`src/rtl/fp_normalize_round.sv`:
```
// Post-adder normaliser: shifts the raw mantissa one step per cycle, rounds
// to nearest (ties away from zero) and packs {sign, exp, frac} with ovf/unf flags.
module fp_normalize_round #(
  parameter int EXP_W  = 4,
  parameter int FRAC_W = 5,
  parameter int BIAS   = 7
) (
  input  logic                      clk,
  input  logic                      rst,
  input  logic                      in_valid,
  output logic                      in_ready,
  input  logic                      in_sign,
  input  logic [EXP_W-1:0]          in_exp,
  input  logic [FRAC_W+2:0]         in_man,
  output logic                      out_valid,
  input  logic                      out_ready,
  output logic [EXP_W+FRAC_W:0]     out_fp,
  output logic                      out_ovf,
  output logic                      out_unf,
  output logic [1:0]                dbg_state
);

  // Handshake: a transfer happens on a rising edge where valid && ready are both
  // high; in_ready is high only in IDLE, out_valid only in DONE, and the result
  // is held unchanged while out_valid && !out_ready.

  localparam int MAN_W = FRAC_W + 3;

  localparam logic [1:0] S_IDLE  = 2'd0;
  localparam logic [1:0] S_NORM  = 2'd1;
  localparam logic [1:0] S_ROUND = 2'd2;
  localparam logic [1:0] S_DONE  = 2'd3;

  localparam logic [EXP_W-1:0] EXP_MAX = '1;
  localparam logic [EXP_W-1:0] EXP_ONE = EXP_W'(1);

  if (BIAS != (1 << (EXP_W - 1)) - 1) begin : g_bias_check
    $error("fp_normalize_round: BIAS must be 2^(EXP_W-1)-1");
  end

  logic [1:0]              state_q, state_d;
  logic                    sign_q, sign_d;
  logic [EXP_W-1:0]        exp_q, exp_d;
  logic [MAN_W-1:0]        man_q, man_d;
  logic [EXP_W+FRAC_W:0]   out_fp_q, out_fp_d;
  logic                    ovf_q, ovf_d;
  logic                    unf_q, unf_d;

  logic [FRAC_W:0]         frac6;
  logic [EXP_W-1:0]        exp_rnd;

  always_comb begin
    state_d  = state_q;
    sign_d   = sign_q;
    exp_d    = exp_q;
    man_d    = man_q;
    out_fp_d = out_fp_q;
    ovf_d    = ovf_q;
    unf_d    = unf_q;
    frac6    = {1'b0, man_q[FRAC_W:1]} + {{FRAC_W{1'b0}}, man_q[0]};
    exp_rnd  = exp_q + 1'b1;

    case (state_q)
      S_IDLE: begin
        if (in_valid) begin
          sign_d  = in_sign;
          exp_d   = in_exp;
          man_d   = in_man;
          ovf_d   = 1'b0;
          unf_d   = 1'b0;
          state_d = S_NORM;
        end
      end
      S_NORM: begin
        if (man_q == '0 || exp_q == '0) begin
          out_fp_d = '0;
          ovf_d    = 1'b0;
          unf_d    = 1'b0;
          state_d  = S_DONE;
        end else if (exp_q == EXP_MAX) begin
          // Reached only after a carry step bumped the exponent to the max,
          // so a carry-overflow result appears two edges after accept.
          out_fp_d = {sign_q, EXP_MAX, {FRAC_W{1'b0}}};
          ovf_d    = 1'b1;
          state_d  = S_DONE;
        end else if (man_q[MAN_W-1]) begin
          man_d = {1'b0, man_q[MAN_W-1:2], man_q[1] | man_q[0]};
          exp_d = exp_q + 1'b1;
        end else if (man_q[MAN_W-2]) begin
          state_d = S_ROUND;
        end else if (exp_q == EXP_ONE) begin
          out_fp_d = '0;
          unf_d    = 1'b1;
          state_d  = S_DONE;
        end else begin
          man_d = {man_q[MAN_W-2:0], 1'b0};
          exp_d = exp_q - 1'b1;
        end
      end
      S_ROUND: begin
        if (frac6[FRAC_W]) begin
          if (exp_rnd == EXP_MAX) begin
            out_fp_d = {sign_q, EXP_MAX, {FRAC_W{1'b0}}};
            ovf_d    = 1'b1;
          end else begin
            out_fp_d = {sign_q, exp_rnd, {FRAC_W{1'b0}}};
          end
        end else begin
          out_fp_d = {sign_q, exp_q, frac6[FRAC_W-1:0]};
        end
        state_d = S_DONE;
      end
      default: begin
        if (out_ready) state_d = S_IDLE;
      end
    endcase
  end

  always_ff @(posedge clk) begin
    if (rst) begin
      state_q  <= S_IDLE;
      sign_q   <= 1'b0;
      exp_q    <= '0;
      man_q    <= '0;
      out_fp_q <= '0;
      ovf_q    <= 1'b0;
      unf_q    <= 1'b0;
    end else begin
      state_q  <= state_d;
      sign_q   <= sign_d;
      exp_q    <= exp_d;
      man_q    <= man_d;
      out_fp_q <= out_fp_d;
      ovf_q    <= ovf_d;
      unf_q    <= unf_d;
    end
  end

  assign in_ready  = (state_q == S_IDLE);
  assign out_valid = (state_q == S_DONE);
  assign out_fp    = out_fp_q;
  assign out_ovf   = ovf_q;
  assign out_unf   = unf_q;
  assign dbg_state = state_q;

endmodule
```
`config.mk`:
```
export PLATFORM = sky130hd
export DESIGN_NAME = fp_normalize_round
export DESIGN_NICKNAME = d
export VERILOG_FILES = /design/src/rtl/fp_normalize_round.sv
export SDC_FILE = /design/constraint.sdc
export NUM_CORES = 1
export LEC_CHECK = 0
export CORE_UTILIZATION = 50
export DETAILED_ROUTE_END_ITERATION = 7
export PLACE_DENSITY = 0.75
export SKIP_CTS_REPAIR_TIMING = 1
export SLEW_MARGIN = 20
export SYNTH_ARGS = -nofsm -noshare
export SYNTH_HDL_FRONTEND = slang
export SYNTH_SLANG_ARGS = --single-unit
export TNS_END_PERCENT = 20
```
`constraint.sdc`:
```
create_clock -name clk -period 5.4 [get_ports clk]
set_clock_uncertainty 0.05 [all_clocks]
set_input_delay 1.35 -clock clk [delete_from_list [all_inputs] [get_ports clk]]
set_output_delay 1.35 -clock clk [all_outputs]
set_load 0.1 [all_outputs]
```
==> metrics <==
worst-path fanout max=7; Power Dens Cells=666 nW/um^2; relative slew slack=between 30% and 40%; RSZ-0062 raised after global routing=false; clk root buf=clkbuf_4; ANT nets after route=0; Net Switching=787 uW; Yosys cell types=46; I/O Buffers=32; Starting Density=53.6%; CTS tree=built; Flop pwr share=25.3%; Syn Nets=250; CTS Buffer Depth=2; I/O pins=33; H-tree depth=1; crit path capture type=output port; layout cells sized above 1=just over 8%; # rows=21; DIE AREA=between 3000 and 4000 sq um; routed via count=1637; crit path DAT=approximately 2.3 ns; most common cell after layout, fill and taps aside=clkdlybuf4s50_1; Worst Max-Slew Pin Slew=between 0.9 and 1 ns; number of synthesized register bits=27; Combinational Power Share=about two thirds; Post-Route WL=about 4000 um; Final Hold Viols=0; hold endpoint=out_fp[3]; status=finished, final reports clean; worst r2r src=dbg_state[1]; TritonRoute pass-1 iters=4; Crit Path Class=register to output port; synthesized area per cell=8.25 sq um; Hold Path Origin=out_fp[3]; final critical-path setup slack=between 1.5 and 2 ns; post-synthesis cell area=between 1500 and 2000 sq um; DR iter-0 viols=a little under 80; Final Cycle Share=about two thirds; pin count of the biggest net entering global routing=30; core area=3420 sq um; Worst R2R Setup Slack=2.47 ns; sequential fraction of the synthesis area=between 20 and 30%; Layout area overhead=17.6%; Max stage delay on crit path=around 1.2 ns; CTS sink cnt=27; Num CTS Buffers=3; Syn Inst Count=between 200 and 250; slowest cell on the critical path=clkdlybuf4s50_1; Leakage=between 0.0007 and 0.0008 uW; vias in the first global route=1439; first-pass GRT wire length=6640 um; pins over their slew limit=0; setup TNS=0 ns; placed cell count=around 280; Non-Filler Instances=around 290; Final Power=approximately 1400 uW; GRT Overall Usage=roughly a fifth; clk_lat worst skew=0.33 ns; Remaining DRCs=0; FF-to-FF End=man_q[4]; Clock power frac=6.3%; commonest cells after routing, fill and taps aside=32 x clkdlybuf4s50_1, 29 x nor2_1, 27 x dfxtp_1; Final setup violation count=0; Ys Warns=0; Ant. Diodes=0; CP cell instances=inv_1 > ha_1 > clkdlybuf4s50_1; Worst setup SP type=register; Via density=about 5.7; die height=~63 um; WL/cell=13.7 um; worst hold path depth=2; Final Net Count=about 270; maximum VDD drop=between 300 and 400 uV; Max-Cap Viols=0; detailed placement HPWL=~2900 um; R2R cell count=7; internal power=~650 uW; initial antenna violation count=0; Fmax=~270 MHz; HP Class=register to register; CP required=around 4.0 ns; Overflow after GRT=0; clk slew on worst S/H paths=0.15 ns; worst setup path startpoint=dbg_state[0]; dpl ws=between 1.5 and 2 ns; Die W=62.5 um; ys async rst share=0%; Post-synth EDFFs=0; Main synth FF type=dfxtp_1; gpl congestion=0.884; Net Sw Frac=a little over half; Tmin final=approximately 3.7 ns
flip-flops by register name, summed over array words and instances, names as in the netlist:
signal	flops
out_ovf	1
sign_q	1
dbg_state	2
exp_q	4
man_q	8
out_unf	1
out_fp	10
layer usage:
metal | part of all wire, % | GRT usage, % | up-vias
met2 | 50 | 38.2 | 38
met1 | 45 | 26.4 | 776
met3 | 4.1 | 3.83 | 2
li1 | - | - | 821
met4 | 0.35 | 2.62 | 0
met5 | 0 | 0 | -
stage by stage:
stage | instance area (sq um) | utilization [%] | hold slack [ns]
finish | 2150 | 63.0 | 0.411
floorplan | 1830 | - | 0.387
CTS | 2150 | 62.8 | 0.416
detailed placement | 2120 | 62.1 | 0.395
global placement | 2120 | 62.1 | 0.389
global route | 2150 | 63.0 | 0.432
final cells by class:
type / count / area [sq um]
repair buffers: 33 / 328
inverters: 10 / 37.5
flip-flops and latches: 27 / 541
multi-input cells: 168 / 1160
clock buffers: 4 / 26.3
well taps: 46 / 57.6
fillers: 327 / 1260
worst max-delay path: cells and delay by family, from the launching register on:
family / cells / cell delay [ns]
adder cells (fa/ha/maj): 1 / 0.29
buffers and inverters: 2 / 1.28
flip-flops: 1 / 0.36
power by group through the flow:
stage               sequential (uW)  clock, uW  combinational (uW)
global route                    377        103                1060
global placement                367          0                 950
detailed placement              367          0                 968
CTS                             363       95.3                 972
floorplan                       431          0                 754
finish                          363       90.3                 981
worst max-delay path by stage:
stage,to,slack (ns),cells past startpoint
floorplan,out_valid,2.05,1
global placement,man_q[1],1.87,6
detailed placement,man_q[4],1.85,6
CTS,in_ready,1.71,3
global route,in_ready,1.62,3
finish,in_ready,1.73,3
logic make-up (layout without fill, tap and decap cells):
kind of cell,after synthesis,after routing,synth area share [%]
simple gates,81,81,21.6
fa+ha+maj,11,11,7.51
flops,27,27,29.5
xor+xnor,9,9,4.30
buf+inv,27,47,7.38
compound gates,54,54,22.5
mux,13,13,7.17
cell usage after synthesis (2+ instances only):
master	number	share of area (%)
nor2_1	29	5.9
or3b_2	2	0.96
a32oi_1	4	1.9
a211oi_1	6	2.5
clkbuf_1	6	1.2
buf_2	6	1.6
or3_1	2	0.68
dfxtp_1	27	30
o31ai_1	2	0.82
o21a_1	3	1.2
nand2b_1	4	1.4
a211oi_2	6	4.1
nor3_1	8	2.2
inv_1	9	1.8
nor2b_1	2	0.68
nand2_1	13	2.7
o211ai_1	2	0.82
o21ai_0	3	0.82
mux2i_1	12	6.6
a21oi_1	19	5.2
buf_6	3	1.8
xor2_1	5	2.4
ha_1	11	7.5
nand4_1	2	0.68
nand3_1	12	3.3
xnor2_1	4	1.9
Power figures use the tool's default switching activity.
